File: src/rtl/uart_tx_arbiter_pkg.sv
// rtl/uart_tx_arbiter_pkg.sv - shared constants for the UART TX arbiter
package uart_tx_arbiter_pkg;

  typedef logic [0:0] state_t;

  localparam state_t ST_IDLE = 1'b0;
  localparam state_t ST_WAIT = 1'b1;

  localparam int DATA_W_DEF = 8;

  // Watchdog default: one 8N1 frame (10 bit times) at the slowest baud the UART TX supports.
  localparam int CLK_HZ      = 50_000_000;
  localparam int BAUD_MIN    = 2_500;
  localparam int FRAME_BITS  = 10;
  localparam int TIMEOUT_DEF = (CLK_HZ / BAUD_MIN) * FRAME_BITS;

  function automatic int next_idx(input int idx, input int n);
    return (idx + 1 == n) ? 0 : idx + 1;
  endfunction

endpackage

File: src/rtl/uart_tx_arbiter_if.sv
// rtl/uart_tx_arbiter_if.sv - requester and UART TX handshake bundle
interface uart_tx_arbiter_if
  import uart_tx_arbiter_pkg::*;
#(
  parameter int N_REQ  = 2,
  parameter int DATA_W = DATA_W_DEF
) ();

  logic [N_REQ-1:0]        req_valid;
  logic [N_REQ*DATA_W-1:0] req_data;
  logic [N_REQ-1:0]        req_ready;
  logic                    tx_start;
  logic [DATA_W-1:0]       tx_data;
  logic                    tx_done_tick;
  logic [N_REQ-1:0]        grant;
  logic                    busy;
  logic                    timeout_err;

  modport master (
    input  req_valid, req_data, tx_done_tick,
    output req_ready, tx_start, tx_data, grant, busy, timeout_err
  );

  modport slave (
    output req_valid, req_data, tx_done_tick,
    input  req_ready, tx_start, tx_data, grant, busy, timeout_err
  );

endinterface

File: src/rtl/uart_tx_arbiter_rr_pick.sv
// rtl/uart_tx_arbiter_rr_pick.sv - combinational round-robin winner search
module uart_tx_arbiter_rr_pick
  import uart_tx_arbiter_pkg::*;
#(
  parameter int N_REQ = 2,
  parameter int PW    = $clog2(N_REQ)
) (
  input  logic [N_REQ-1:0] req,
  input  logic [PW-1:0]    ptr,
  output logic [N_REQ-1:0] onehot,
  output logic [PW-1:0]    idx,
  output logic             any
);

  always_comb begin
    int j;
    logic [PW-1:0] jp;
    onehot = '0;
    idx    = '0;
    any    = 1'b0;
    j      = 0;
    jp     = '0;
    // Scan ptr, ptr+1, ... wrapping; first asserted request wins.
    for (int k = 0; k < N_REQ; k++) begin
      j  = (int'(ptr) + k) % N_REQ;
      jp = PW'(j);
      if (!any && req[jp]) begin
        any        = 1'b1;
        onehot[jp] = 1'b1;
        idx        = jp;
      end
    end
  end

endmodule

File: src/rtl/uart_tx_arbiter.sv
// rtl/uart_tx_arbiter.sv - round-robin sharing of one UART TX between byte producers
module uart_tx_arbiter
  import uart_tx_arbiter_pkg::*;
#(
  parameter int N_REQ   = 2,
  parameter int DATA_W  = DATA_W_DEF,
  parameter int TIMEOUT = TIMEOUT_DEF
) (
  input  logic              clk,
  input  logic              reset,
  uart_tx_arbiter_if.master bus
);

  localparam int PW   = $clog2(N_REQ);
  localparam int WD_W = $clog2(TIMEOUT);
  localparam logic [WD_W-1:0] WD_LAST = WD_W'(TIMEOUT - 1);

  state_t            state;
  logic [PW-1:0]     rr_ptr;
  logic [PW-1:0]     owner;
  logic [WD_W-1:0]   wd_cnt;

  logic [N_REQ-1:0]  pick_onehot;
  logic [PW-1:0]     pick_idx;
  logic              pick_any;
  logic [DATA_W-1:0] req_bytes [N_REQ];

  logic [N_REQ-1:0]  req_ready_q;
  logic [N_REQ-1:0]  grant_q;
  logic              tx_start_q;
  logic              busy_q;
  logic              timeout_err_q;
  logic [DATA_W-1:0] tx_data_q;
  logic              leave;

  uart_tx_arbiter_rr_pick #(.N_REQ(N_REQ), .PW(PW)) u_pick (
    .req    (bus.req_valid),
    .ptr    (rr_ptr),
    .onehot (pick_onehot),
    .idx    (pick_idx),
    .any    (pick_any)
  );

  always_comb begin
    for (int i = 0; i < N_REQ; i++) begin
      req_bytes[i] = bus.req_data[i*DATA_W +: DATA_W];
    end
  end

  assign leave = (state == ST_WAIT) && (bus.tx_done_tick || (wd_cnt == WD_LAST));

  always_ff @(posedge clk) begin
    if (!reset) begin
      state         <= ST_IDLE;
      rr_ptr        <= '0;
      owner         <= '0;
      wd_cnt        <= '0;
      req_ready_q   <= '0;
      grant_q       <= '0;
      tx_start_q    <= 1'b0;
      busy_q        <= 1'b0;
      timeout_err_q <= 1'b0;
      tx_data_q     <= '0;
    end else begin
      req_ready_q   <= '0;
      tx_start_q    <= 1'b0;
      timeout_err_q <= 1'b0;
      if (state == ST_IDLE) begin
        if (pick_any) begin
          state       <= ST_WAIT;
          owner       <= pick_idx;
          tx_data_q   <= req_bytes[pick_idx];
          req_ready_q <= pick_onehot;
          grant_q     <= pick_onehot;
          tx_start_q  <= 1'b1;
          busy_q      <= 1'b1;
          wd_cnt      <= '0;
        end
      end else if (leave) begin
        // A done tick on the last watchdog cycle is a normal completion, not an abort.
        state         <= ST_IDLE;
        grant_q       <= '0;
        busy_q        <= 1'b0;
        rr_ptr        <= PW'(next_idx(int'(owner), N_REQ));
        timeout_err_q <= !bus.tx_done_tick;
      end else begin
        wd_cnt <= wd_cnt + 1'b1;
      end
    end
  end

  assign bus.req_ready   = req_ready_q;
  assign bus.grant       = grant_q;
  assign bus.tx_start    = tx_start_q;
  assign bus.busy        = busy_q;
  assign bus.timeout_err = timeout_err_q;
  assign bus.tx_data     = tx_data_q;

endmodule

File: src/flat_wrapper.sv
// flat-port wrapper written by rule: the top's interface ports become plain ports
module uart_tx_arbiter_flat import uart_tx_arbiter_pkg::*;
#(
  parameter int N_REQ   = 2,
  parameter int DATA_W  = DATA_W_DEF,
  parameter int TIMEOUT = TIMEOUT_DEF
)
  (clk, reset, bus_req_valid, bus_req_data, bus_tx_done_tick, bus_req_ready, bus_tx_start, bus_tx_data, bus_grant, bus_busy, bus_timeout_err);
  uart_tx_arbiter_if #(.N_REQ(N_REQ), .DATA_W(DATA_W)) bus_i ();
  input  logic clk;
  input  logic reset;
  input wire logic [$bits(bus_i.req_valid)-1:0] bus_req_valid;
  input wire logic [$bits(bus_i.req_data)-1:0] bus_req_data;
  input wire logic [$bits(bus_i.tx_done_tick)-1:0] bus_tx_done_tick;
  output wire logic [$bits(bus_i.req_ready)-1:0] bus_req_ready;
  output wire logic [$bits(bus_i.tx_start)-1:0] bus_tx_start;
  output wire logic [$bits(bus_i.tx_data)-1:0] bus_tx_data;
  output wire logic [$bits(bus_i.grant)-1:0] bus_grant;
  output wire logic [$bits(bus_i.busy)-1:0] bus_busy;
  output wire logic [$bits(bus_i.timeout_err)-1:0] bus_timeout_err;
  assign bus_i.req_valid = bus_req_valid;
  assign bus_i.req_data = bus_req_data;
  assign bus_i.tx_done_tick = bus_tx_done_tick;
  assign bus_req_ready = bus_i.req_ready;
  assign bus_tx_start = bus_i.tx_start;
  assign bus_tx_data = bus_i.tx_data;
  assign bus_grant = bus_i.grant;
  assign bus_busy = bus_i.busy;
  assign bus_timeout_err = bus_i.timeout_err;
  uart_tx_arbiter #(.N_REQ(N_REQ), .DATA_W(DATA_W), .TIMEOUT(TIMEOUT)) u_core (.clk(clk), .reset(reset), .bus(bus_i));
endmodule
File: config.mk
export PLATFORM = sky130hd
export DESIGN_NAME = uart_tx_arbiter_flat
export DESIGN_NICKNAME = d
export VERILOG_FILES = /design/src/rtl/uart_tx_arbiter_pkg.sv /design/src/rtl/uart_tx_arbiter_if.sv /design/src/rtl/uart_tx_arbiter_rr_pick.sv /design/src/rtl/uart_tx_arbiter.sv /design/src/flat_wrapper.sv
export SDC_FILE = /design/constraint.sdc
export NUM_CORES = 1
export LEC_CHECK = 0
export ABC_CLOCK_PERIOD_IN_PS = 4200
export CAP_MARGIN = 20
export CORE_MARGIN = 5
export CORE_UTILIZATION = 30
export DETAILED_ROUTE_END_ITERATION = 10
export GPL_ROUTABILITY_DRIVEN = 0
export PLACE_DENSITY = 0.61
export RECOVER_POWER = 100
export SYNTH_ARGS = -nofsm -noshare
export SYNTH_HDL_FRONTEND = slang
export SYNTH_SLANG_ARGS = --single-unit
export TNS_END_PERCENT = 20
File: constraint.sdc
create_clock -name clk -period 4.2 [get_ports clk]
set_clock_uncertainty 0.15 [all_clocks]
set_input_delay 0.84 -clock clk [delete_from_list [all_inputs] [get_ports clk]]
set_output_delay 0.84 -clock clk [all_outputs]
set_load 0.005 [all_outputs]
After elaboration in Yosys (flattened, before gate mapping)
Cells that the tools add are included.

Add/sub/neg operators: 3. Magnitude comparators: 5. Equal/unequal tests: 4. Reductions and logical operators: 15. Mux-type cells: 30. Bitwise gates (word level): 5.

Operators with widths (count): 18-bit 2-to-1 mux (3); 8-bit 2-to-1 mux (3); 18-bit by 1-bit adder with 18-bit output (second input constant) (1); 18-bit == test (second input constant) (1); 1-bit 2-to-1 mux (17); 2-bit 2-to-1 mux (5); 2-bit AND reduction (4); 1-bit logical AND (4); 1-bit by 2-bit less-than comparator with 1-bit output (second input constant) (2); 2-bit inequality test (second input constant) (2); 1-bit NOT (3); 3-bit AND reduction (1); 3-bit OR reduction (1); 1-bit by 1-bit adder with 2-bit output (second input constant) (1); 1-bit demux with 1-bit select (2); 2-bit == test (second input constant) (1); 1-bit greater-or-equal comparator (second input constant) (2); 2-bit greater-or-equal comparator (second input constant) (1); 1-bit logical NOT (2); 1-bit NOT with 2-bit output (1); 2-bit OR (1); 2-bit nonzero test (1); 2-bit OR reduction (1); 1-bit adder (second input constant) (1); 1-bit logical OR (1).

Word-level logic and storage cells: 72. Output and inout bits: 15. Register bits: 36. Input bits: 21.

Logic depth before layout (Yosys ltp)
Gate-level depths: netlist of run 1.

Depth in word-level cells: 10. Mapped depth: 8. Gate-level depth less buffers: 6.

Cells and area by module
From an unflattened synthesis of run 1, not the netlist that was laid out.

Cell total of the unflattened synthesis: 191. Area, all modules: 1681.6 um2.

Modules (own cells, without submodules): uart_tx_arbiter (area each 1649.1 um2, times used 1, sequential area each 720.7 um2, cells each 186); uart_tx_arbiter_rr_pick (area each 32.5 um2, times used 1, sequential area each 0.0 um2, cells each 5).

Worst setup path before layout of run 1
OpenSTA, ideal clock, no wires.

Path kind: input port to flip-flop. Start: input bus_tx_done_tick. End: register u_core.wd_cnt[15]. Required time: 3980 ps. Setup time: 70 ps. Arrival time: 1893 ps. Stages on the path: 4. Slack: 2087 ps. Path buffers: 0. Path through: nor2b_1 > o21ai_2 > or4_1 > a21oi_1.

Word-level cells in the longest chain between the ends: 4.

Ends and longest elaborated chain: start, declared (RTL line flat_wrapper.sv:14) `input wire logic [$bits(bus_i.tx_done_tick)-1:0] bus_tx_done_tick;`; 1-bit logical OR (RTL line uart_tx_arbiter.sv:50) `assign leave = (state == ST_WAIT) && (bus.tx_done_tick || (wd_cnt == WD_LAST));`; 1-bit logical AND (RTL line uart_tx_arbiter.sv:50); 2-bit inequality test (no source line); 2-bit AND reduction (no source line); end signal, assigned (RTL line uart_tx_arbiter.sv:87) `wd_cnt <= wd_cnt + 1'b1;`; end, declared (RTL line uart_tx_arbiter.sv:21) `logic [WD_W-1:0] wd_cnt;`.

No other way between the ends. A chain may end at the register's enable or synchronous reset.

==> results of run 1 <==
==> cell type report <==
type	instances	area, um^2	share of cell area [%]
Sequential cell	36	721	32.4
Timing Repair Buffer	41	388	17.4
Inverter	2	7.51	0.337
Multi-Input combinational cell	147	928	41.7
Clock buffer	8	90.1	4.05
Tap cell	72	90.1	4.05
==> per-layer routing <==
metal | vias up | part of all wire, % | track usage, %
met1 | 715 | 46 | 15.6
li1 | 804 | - | -
met2 | 60 | 43 | 16.9
met3 | 3 | 11 | 4.90
met4 | 0 | 0.51 | 4.03
met5 | - | 0 | 0
==> report_power, final <==
part	switching [mW]	internal [mW]	total, mW
sequential	0.00682	0.357	0.364
clock	0.117	0.134	0.250
combinational	0.0566	0.0588	0.115
total	0.180	0.549	0.729
==> flip-flops by register name, summed over array words and instances (netlist names) <==
name and flops:
u_core.bus.tx_data 8, u_core.rr_ptr 1, u_core.bus.busy 1, u_core.state 1, u_core.bus.timeout_err 1, u_core.bus.req_ready 2, u_core.owner 1, u_core.bus.grant 2
u_core.wd_cnt 18, u_core.bus.tx_start 1
==> synth_stat cells (all sizes together) <==
library cell	n
dfxtp	36
nor2	21
nand2	18
a21oi	14
a211oi	10
o21ai	10
mux2i	9
nand3	8
clkbuf	7
buf	5
nand2b	4
nand4b	4
nor3	4
o21a	4
and2	3
nand4	3
o211ai	3
o31ai	3
or3	3
a21boi	2
a31oi	2
a41o	2
inv	2
o32ai	2
or2	2
or4	2
a2111oi	1
a311oi	1
and3	1
and4	1
and4bb	1
ha	1
nand3b	1
nor2b	1
nor3b	1
nor4b	1
o211a	1
o21bai	1
o221a	1
o22ai	1
==> worst max-delay path, stage by stage <==
cell,delay [ns]
clkdlybuf4s50_1,0.45
clkbuf_1,0.63
inv_1,0.46
buf_4,0.32
or4_1,0.50
o21ai_0,0.09
==> stage by stage <==
stage               power (mW)  instances  instance area, um^2  hold slack, ns  worst slack (ns)
CTS                      0.749        306                 2240           0.332              1.59
floorplan                0.433        197                 1730           0.283              2.09
global route             0.769        306                 2220           0.365             0.774
finish                   0.729        306                 2220           0.328             0.961
global placement         0.494        298                 2150           0.311              1.30
detailed placement       0.494        298                 2150           0.322              1.30
==> how the worst max path moves through the flow <==
| stage | startpoint | endpoint | slack (ns) | cells past startpoint |
|---|---|---|---|---|
| 3_3_place_gp | reset | u_core.wd_cnt[7] | 1.30 | 6 |
| 6_report | reset | u_core.wd_cnt[7] | 0.96 | 6 |
| 4_1_cts | reset | u_core.wd_cnt[7] | 1.59 | 6 |
| 5_1_grt | reset | u_core.wd_cnt[7] | 0.77 | 6 |
| 3_5_place_dp | bus_req_valid[0] | u_core.wd_cnt[9] | 1.30 | 7 |
| 2_1_floorplan | bus_tx_done_tick | u_core.wd_cnt[15] | 2.09 | 4 |
==> cells by family after synthesis <==
kind of cell	count (synthesis)	synth area share, %
AND/OR/NAND/NOR	79	24.7
adder cells (fa/ha/maj)	1	0.725
flip-flops	36	41.8
AO/OA/AOI/OAI	58	23.5
multiplexers	9	5.22
buffers and inverters	14	4.13
==> results, run 1 <==
- The flow ran to the end, and the final reports show no timing, DRC or antenna violations.
- The number of distinct standard cells referenced by the synthesized netlist is 47.
- The number of instances on the worst hold path is 2.
- The latest clock arrival within the worst-skew pair is 0.28 ns.
- Leaving out fill and tap cells, the most frequent cells in the layout are 36 x dfxtp_1, 21 x nor2_1, 19 x clkdlybuf4s50_1.
- Counting flops and latches in the post-synthesis netlist gives 36.
- The final HPWL from detailed placement is 2.86 mm.
- The final cell utilization of the core is 40.2%.
- The cell area that synthesis handed to floorplanning was 1730 um^2.
- The most common cell after layout, fill and taps aside is dfxtp_1.
- The launch point of the worst reg-to-reg path is u_core.wd_cnt[0].
- Setup violations remaining at the end of the flow were counted as 0.
- After detailed routing, the number of remaining DRC violations is 0.
- The routed wirelength normalized by instance count is ~13 um.
- STA puts the critical path data arrival time at approximately 3.3 ns.
- Hold repair after CTS inserted 0 buffers.
- The via count of the first global-routing pass is 1,525.
- Once the floorplan was initialized, standard cells occupied 31.1% of the core.
- The area of the core region is approximately 5500 um^2.
- The peak supply drop is 0.157 mV.
- The overall overflow remaining after global route is 0.
- The number of H-tree branching levels is 2.
- The standby leakage power is 0.827 nW.
- Compared with the post-synthesis result, the final layout area differs by 28.9%.
- The worst min-delay path endpoint is u_core.rr_ptr.
- The floorplan step set the die width to 85.8 um.
- The number of DRC markers in iteration 0 is 120.
- Setup repair after global routing left no endpoint under its margin.
- Buffers inserted during clock tree synthesis total 5.
- The critical path in this run is classified as primary input to register.
- The clock-pin slew on the worst setup and hold paths is approximately 0.070 ns.
- Setup total negative slack on the finished layout was measured at 0 ns.
- The layout net count is 255.
- The post-synthesis cell type with the largest combined area is dfxtp_1.
- The synthesized design devotes to its leading area cell type a little over two fifths of total area.
- The root buffer cell chosen for the clock tree is clkbuf_8.
- The clock period minus final worst setup slack is 3.24 ns.
- The layout cell share with drive strength beyond 1 is 7.26%.
- At the pin with the least slew margin, the transition time is 0.840 ns.
- The first-pass GRT wire length is 6.98 mm.
- The full die area is 7370 um^2.
- The cell row count is 27.
- Headroom to the max-slew limit came out at around 44%.
- The number of hold-slack violations in the final timing report is 0.
- The worst setup path is captured at a register.
- The post-synth net total is 219.
- The die height is 85.8 um.
- The clock tree buffer depth is 2.
- Once the clock tree was built, the resizer swapped 0 gates to a different size.
- Global routing consumed, over all layers together, 11.7% of the routing resources.
- After filler insertion, the fill cell instance count of the layout stands at around 600.
- After detailed routing, the number of vias per cell comes to 5.17.
- 36 I/O pins were placed.
- The highest clock rate is roughly 310 MHz.
- The number of buffer cells added on primary ports is 35.
- The share of the Yosys chip area taken by registers is 41.8%.
- The endpoint required time on the critical path is 4.26 ns.
- Entering global routing, the biggest net connects 26 pins.
- The first detailed-routing pass ran for 4 iterations.
- The startpoint kind of the worst setup timing path is a primary input.
- The total number of yosys warnings is 0.
- The post-synthesis cell count is 197.
- The number of clock sinks seen by CTS is 36.
- TritonCTS built the clock tree.
- The routed layout has roughly 1,600 vias.
- In the post-synthesis netlist, the biggest area contributors are dfxtp_1 42%, mux2i_1 5.2%, nor2_1 4.6%.
- Of the available clock period, the critical path in the final layout requires 77.1%.
- The number of antenna diodes is 0.
- Dividing the synthesized area by the synthesized cell count gives between 8 and 9 um^2.
- The max-slew violation count is 0.
- The number of antenna violations at the first check in global routing was 0.
- Of all nets on the critical path, the largest fanout is 18.
- The power density over the cells is 328 nW/um^2.
- The worst hold path class is register to register.
- Max-cap violations in this run came to 0.
- Measured in cells, the most critical reg-to-reg path has a length of 6.
- In this run the most critical hold path is launched from u_core.rr_ptr.
- In this run the register-to-register setup slack is 1.72 ns.
- After detailed routing, the total wire length is 4.10 mm.
- The post-CTS setup buffer count is 0.
- In this run the critical register-to-register path is captured at u_core.wd_cnt[14].
- The residual antenna-violating net count after detailed routing is 0.
(Power assumes the default switching activity.)
==> run 2: changes to the inputs <==
--- a/config.mk
+++ b/config.mk
@@ -5,7 +5,7 @@
 export SDC_FILE = /design/constraint.sdc
 export NUM_CORES = 1
 export LEC_CHECK = 0
-export ABC_CLOCK_PERIOD_IN_PS = 4200
+export ABC_CLOCK_PERIOD_IN_PS = 3400
 export CAP_MARGIN = 20
 export CORE_MARGIN = 5
 export CORE_UTILIZATION = 30
==> constraint.sdc (replaced) <==
create_clock -name clk -period 3.4 [get_ports clk]
set_clock_uncertainty 0.15 [all_clocks]
set_input_delay 0.68 -clock clk [delete_from_list [all_inputs] [get_ports clk]]
set_output_delay 0.68 -clock clk [all_outputs]
set_load 0.005 [all_outputs]
==> results, run 2 (synthesis gave the netlist of run 1 again) <==
- The largest net degree at the start of global routing is 18.
- Dividing the detail-routed wire length by the instance count gives about 13 um.
- The final HPWL from detailed placement is 2.99 mm.
- For this block, the routed nets add up to 4.07 mm of wire.
- The number of setup buffers added after CTS is 0.
- The standby leakage power is 0.842 nW.
- The clock-pin slew on the worst setup and hold paths is 0.07 ns.
- For the pin with the worst max-slew slack, the measured transition is 1.05 ns.
- The latest clock arrival within the worst-skew pair is 0.28 ns.
- The routed layout has between 1,500 and 2,000 vias.
- The initial utilization of the core area, before any placement, comes to 31.1%.
- The worst setup path is captured at a register.
- 36 I/O pins were placed.
- In this design, the stage delay of the slowest critical-path cell is approximately 0.93 ns.
- The first global-routing pass estimated 6.82 mm of wire.
- In the final layout, the share of cells above drive strength 1 is 8.51%.
- After detailed routing, the number of vias per cell comes to 5.02.
- The final sum of negative setup slack is 0 ns.
- The number of clock sinks seen by CTS is 36.
- The max-slew violation count is 0.
- For this run, the post-layout net count is between 200 and 300.
- The core region is 5540 um^2.
- The peak supply drop is 0.181 mV.
- The detail route stage leaves a number of antenna-violating nets equal to 0.
- Buffers placed on the I/O ports in this run total 35.
- The TritonCTS clock tree is yes.
- The startpoint kind of the worst setup timing path is a register.
- Compared with the post-synthesis result, the final layout area differs by 30.1%.
- The number of hold-slack violations in the final timing report is 0.
- The via count of the first global-routing pass is 1,475.
- The setup path with the least slack is of type register to register.
- The run finished with clean final reports.
- In this run the clock root is driven by a clkbuf_8.
- Setup repair after global routing left no endpoint under its margin.
- The hold buffer count at CTS is 0.
- The width of the die is approximately 86 um.
- The cell family with the largest share of critical-path delay is compound AO/OA/AOI/OAI gates.
- The instance area at placement is 2150 um^2.
- The global router's overall resource usage is a little under an eighth.
- The clock tree buffer depth is 2.
- The number of flip-flops under the largest register name is 18.
- The highest clock rate is 374 MHz.
- More flip-flops sit in one register than any other, and that register is u_core.wd_cnt.
- The total non-filler cell area in the finished layout is 2240 um^2.
- The cell row count is 27.
- The number of antenna violations at the first check in global routing is 0.
- The clock period minus final worst setup slack is ~2.7 ns.
- The number of clock buffers added by TritonCTS is 5.
- The most common cell after layout, fill and taps aside is dfxtp_1.
- The detailed-routing iteration count for the pre-antenna-repair pass is 4.
- After clock tree synthesis, the repair step resized 0 gates.
- The endpoint required time on the critical path is 3.46 ns.
- Along the worst path, the maximum fanout reaches 16.
- After filler insertion, the fill cell instance count of the layout stands at 591.
- The worst slew margin relative to its limit is between 20% and 30%.
- The critical path goes through ha_1 -> nand3_1 -> or2_0 -> o31ai_2 -> o21ai_0 -> a21oi_1.
- The number of setup violations in the final report is 0.
- The repair_antennas step left the layout with diodes totalling 0.
- In this run the power density over the cells is 428 nW/um^2.
- The arrival time at the worst endpoint is 2.73 ns.
- The number of DRC markers in iteration 0 is 58.
- The number of remaining DRC errors is 0.
- The die height is 85.8 um.
- Dividing the final minimum period by the clock period gives about four fifths.
- The number of buffer and inverter instances along the worst setup path is 0.
- On the critical path, the stage with the largest delay is an instance of o31ai_2.
- The total overflow left after global routing is 0.
- Across the run, the number of max-cap violations was 0.
- The library cells used most frequently in the layout, excluding fill and tap cells, are 36 x dfxtp_1, 21 x nor2_1, 19 x clkdlybuf4s50_1.
- The tightest min-delay check is of the register to register type.
- The full die area is 7370 um^2.
- The number of H-tree branching levels is 2.
==> run 2: cell count changes in the layout (fill, tap and decap cells not counted), sizes merged <==
cell	previous run	this run
buf	4	6
bufinv	0	1
clkbuf	10	6
clkinv	0	1
clkinvlp	0	1
==> run 2: metal layers <==
metal / share of wire (%) / up-vias / global-route usage, %
li1: - / 806 / -
met1: 48 / 692 / 15.0
met2: 43 / 39 / 17.2
met3: 8.0 / 5 / 5.00
met4: 0.88 / 0 / 3.45
met5: 0 / - / 0
==> run 2: layout make-up <==
class                      instances  area (um^2)  share of cell area, %
timing repair buffer              42          399                   17.8
multi-input combinational        147          916                   40.8
clock buffer                       5         68.8                   3.07
tap                               72         90.1                   4.01
clock inverter                     3         42.5                   1.90
inverter                           2         7.51                  0.334
sequential                        36          721                   32.1
==> run 2: worst register-to-register path: stages (launching register included) <==
cell and delay, ns:
dfxtp_1 0.39, ha_1 0.21, nand3_1 0.13, or2_0 0.40
o31ai_2 0.93, o21ai_0 0.22, a21oi_1 0.17
==> run 2: worst paths after layout <==
check,startpoint,endpoint,slack [ns],cells after the start
worst max register to register,u_core.wd_cnt[0],u_core.wd_cnt[10],0.73,6
worst min register to register,u_core.rr_ptr,u_core.rr_ptr,0.34,2
worst min-delay path,u_core.rr_ptr,u_core.rr_ptr,0.34,2
worst max-delay path,u_core.wd_cnt[0],u_core.wd_cnt[10],0.73,6
==> run 2: per-stage QoR <==
| stage | hold slack, ns | util (%) | setup WS [ns] | cells | power (mW) |
|---|---|---|---|---|---|
| after global routing | 0.360 | 40.5 | 0.443 | 307 | 1.01 |
| final | 0.338 | 40.5 | 0.726 | 307 | 0.960 |
| after floorplan | 0.283 | - | 1.45 | 197 | 0.534 |
| after global placement | 0.315 | 38.9 | 0.865 | 299 | 0.612 |
| after CTS | 0.340 | 40.9 | 0.985 | 307 | 0.987 |
| after detailed placement | 0.329 | 38.9 | 0.843 | 299 | 0.612 |
==> run 2: report_power, final <==
part           total [mW]  internal, mW  switching, mW
Combinational       0.139        0.0736         0.0657
Sequential          0.452         0.441         0.0118
Clock               0.369         0.217          0.152
Total               0.960         0.731          0.229
==> run 3: changes to the inputs <==
--- a/config.mk
+++ b/config.mk
@@ -5,7 +5,7 @@
 export SDC_FILE = /design/constraint.sdc
 export NUM_CORES = 1
 export LEC_CHECK = 0
-export ABC_CLOCK_PERIOD_IN_PS = 3400
+export ABC_CLOCK_PERIOD_IN_PS = 2700
 export CAP_MARGIN = 20
 export CORE_MARGIN = 5
 export CORE_UTILIZATION = 30
==> constraint.sdc (replaced) <==
create_clock -name clk -period 2.7 [get_ports clk]
set_clock_uncertainty 0.15 [all_clocks]
set_input_delay 0.54 -clock clk [delete_from_list [all_inputs] [get_ports clk]]
set_output_delay 0.54 -clock clk [all_outputs]
set_load 0.005 [all_outputs]
==> results, run 3 (synthesis gave the netlist of run 1 again) <==
- The run finished with clean final reports.
- The share of the clock period used by the worst path is 84.9%.
- The area of the core region is 5540 um^2.
- Once the clock tree was built, the setup fixing pass inserted 0 buffers.
- In this run the core area contains 27 standard-cell rows.
- Global routing used under 10% of the available met3 tracks.
- The startpoint kind of the worst setup timing path is a register.
- Setup violations remaining at the end of the flow were counted as 0.
- The area growth from synthesis to layout is 31.0%.
- The max-slew violation count is 0.
- In the routed design, unresolved DRC markers number 0.
- The tree is rooted in a clkbuf_8.
- The peak supply drop is 0.211 mV.
- Once detail routing completed, the nets flagged for antenna violations numbered 0.
- The startpoint of the worst hold path is u_core.rr_ptr.
- The met1 usage in global routing is 15.3%.
- The number of antenna diodes is 0.
- The number of vias per cell is a little over 5.
- The number of hold-slack violations in the final timing report is 0.
- The launch point of the worst reg-to-reg path is u_core.wd_cnt[0].
- Along the worst path, the maximum fanout reaches 8.
- Measured along the x axis, the die boundary spans around 86 um.
- The tool flagged a number of max-cap violations equal to 0.
- For this block, the initial DRC count from the detailed router was 119.
- The worst hold path belongs to the class register to register.
- Counting flops per register, the top entry is u_core.wd_cnt.
- The number of clock buffers added by TritonCTS is 5.
- The worst slew margin relative to its limit is 56.7%.
- The number of clock sinks seen by CTS is 36.
- The full die area is 7370 um^2.
- CTS built an H-tree with a depth of 2.
- The wire length after detailed routing is 4.30 mm.
- The largest net degree at the start of global routing is 18.
- The endpoint identified for the worst register-to-register timing path is u_core.wd_cnt[15].
- met2 is the most crowded layer.
- Setup repair after global routing left no endpoint under its margin.
- The cell depth of the worst flop-to-flop path is 6.
- The first global-routing pass estimated 7.26 mm of wire.
- With fillers left out, the area of the finished cells amounts to about 2300 um^2.
- The final HPWL from detailed placement is 3.05 mm.
- The hold buffer count at CTS is 0.
- At the pin with the least slew margin, the transition time is 0.650 ns.
- The first TritonRoute pass finished after 4 iterations.
- The number of flip-flops under the largest register name is 18.
- The top-level I/O count is 36.
- For this run, the top clock speed supported by timing is 436 MHz.
- Of the cells placed in the final design, the portion with a size suffix greater than 1 is about a tenth.
- The worst path needs 2.29 ns of the cycle, external delays included.
- Data on the critical path arrives at its endpoint at roughly 2.4 ns.
- The endpoint required time on the critical path is 2.76 ns.
- Global routing consumed, over all layers together, 12.1% of the routing resources.
- The initial utilization of the core area, before any placement, comes to 31.1%.
- Summed over all cells, the static leakage comes to 0.855 nW.
- After global routing the overflow that remains totals 0.
- Summing over every cut layer, the via total after detailed routing is 1,606.
- Dividing the detail-routed wire length by the instance count gives 13.8 um.
- The worst hold path was traced through 2 stages.
- The most common cell after layout, fill and taps aside is dfxtp_1.
- The via count of the first global-routing pass is roughly 1,500.
- The setup check on the worst reg-to-reg path leaves a slack of 0.41 ns.
- The number of buffer cells added on primary ports is 35.
- The final cell utilization of the core is 40.8%.
- Gates resized during post-CTS repair numbered 0.
- The clock tree buffer depth is 2.
- The setup path with the least slack is of type register to register.
- The latest clock arrival within the worst-skew pair is 0.28 ns.
- The met2 global-route usage is 19.4%.
- In the layout the commonest cells are 36 x dfxtp_1, 21 x nor2_1, 18 x nand2_1, 18 x clkdlybuf4s50_1, 17 x dlygate4sd3_1.
- The layout net count is 260.
- The instance area at placement is roughly 2200 um^2.
- The endpoint class of the critical path is a register.
- The clock-pin slew on the worst setup and hold paths is 0.07 ns.
- The number of antenna violations at the first check in global routing was 0.
- The die height is 85.8 um.
- TritonCTS built the clock tree.
- Summed over all failing endpoints, the final setup total negative slack is 0 ns.
- The filler cells instantiated in the layout total 596.
- The power density over the cells is 509 nW/um^2.
- The worst min-delay path endpoint is u_core.rr_ptr.
[run 3: worst max-delay path by stage]
stage	start	endpoint	slack [ns]
6_report	u_core.wd_cnt[0]	u_core.wd_cnt[15]	0.41
5_1_grt	u_core.wd_cnt[0]	u_core.rr_ptr	0.24
4_1_cts	u_core.wd_cnt[0]	u_core.wd_cnt[15]	0.44
3_5_place_dp	bus_tx_done_tick	u_core.wd_cnt[0]	0.39
3_3_place_gp	bus_tx_done_tick	u_core.wd_cnt[0]	0.46
2_1_floorplan	u_core.wd_cnt[0]	u_core.wd_cnt[16]	0.81
[run 3: per-stage QoR]
| step | total power, mW | hold WS [ns] | worst slack [ns] | std cells |
|---|---|---|---|---|
| finish | 1.15 | 0.327 | 0.407 | 311 |
| global route | 1.21 | 0.367 | 0.239 | 311 |
| CTS | 1.18 | 0.326 | 0.438 | 311 |
| global placement | 0.775 | 0.306 | 0.462 | 303 |
| floorplan | 0.673 | 0.283 | 0.811 | 197 |
| detailed placement | 0.778 | 0.311 | 0.395 | 303 |
[run 3: layout make-up]
type / count / area, um^2 / area share [%]
sequential: 36 / 721 / 31.9
clock inverter: 2 / 10.0 / 0.443
clock buffer: 6 / 82.6 / 3.65
tap: 72 / 90.1 / 3.98
inverter: 2 / 7.51 / 0.332
timing repair buffer: 46 / 422 / 18.6
multi-input combinational: 147 / 928 / 41.1
[run 3: power breakdown]
group          switching (mW)  total (mW)  internal, mW
registers              0.0168       0.572         0.555
logic                  0.0848       0.180        0.0950
clock network           0.195       0.399         0.204
[run 3: routing by layer]
metal,share of wire [%],vias to the layer above
met5,0,-
met4,0.33,0
met3,8.5,2
met2,45,50
met1,46,737
li1,-,817
[run 3: critical path, cell delays in order (launching register included)]
cell and delay (ns):
dfxtp_1 0.35, ha_1 0.23, nand3_1 0.14, or2_0 0.45, o21ai_2 0.22, or4_1 0.53, a21oi_1 0.15
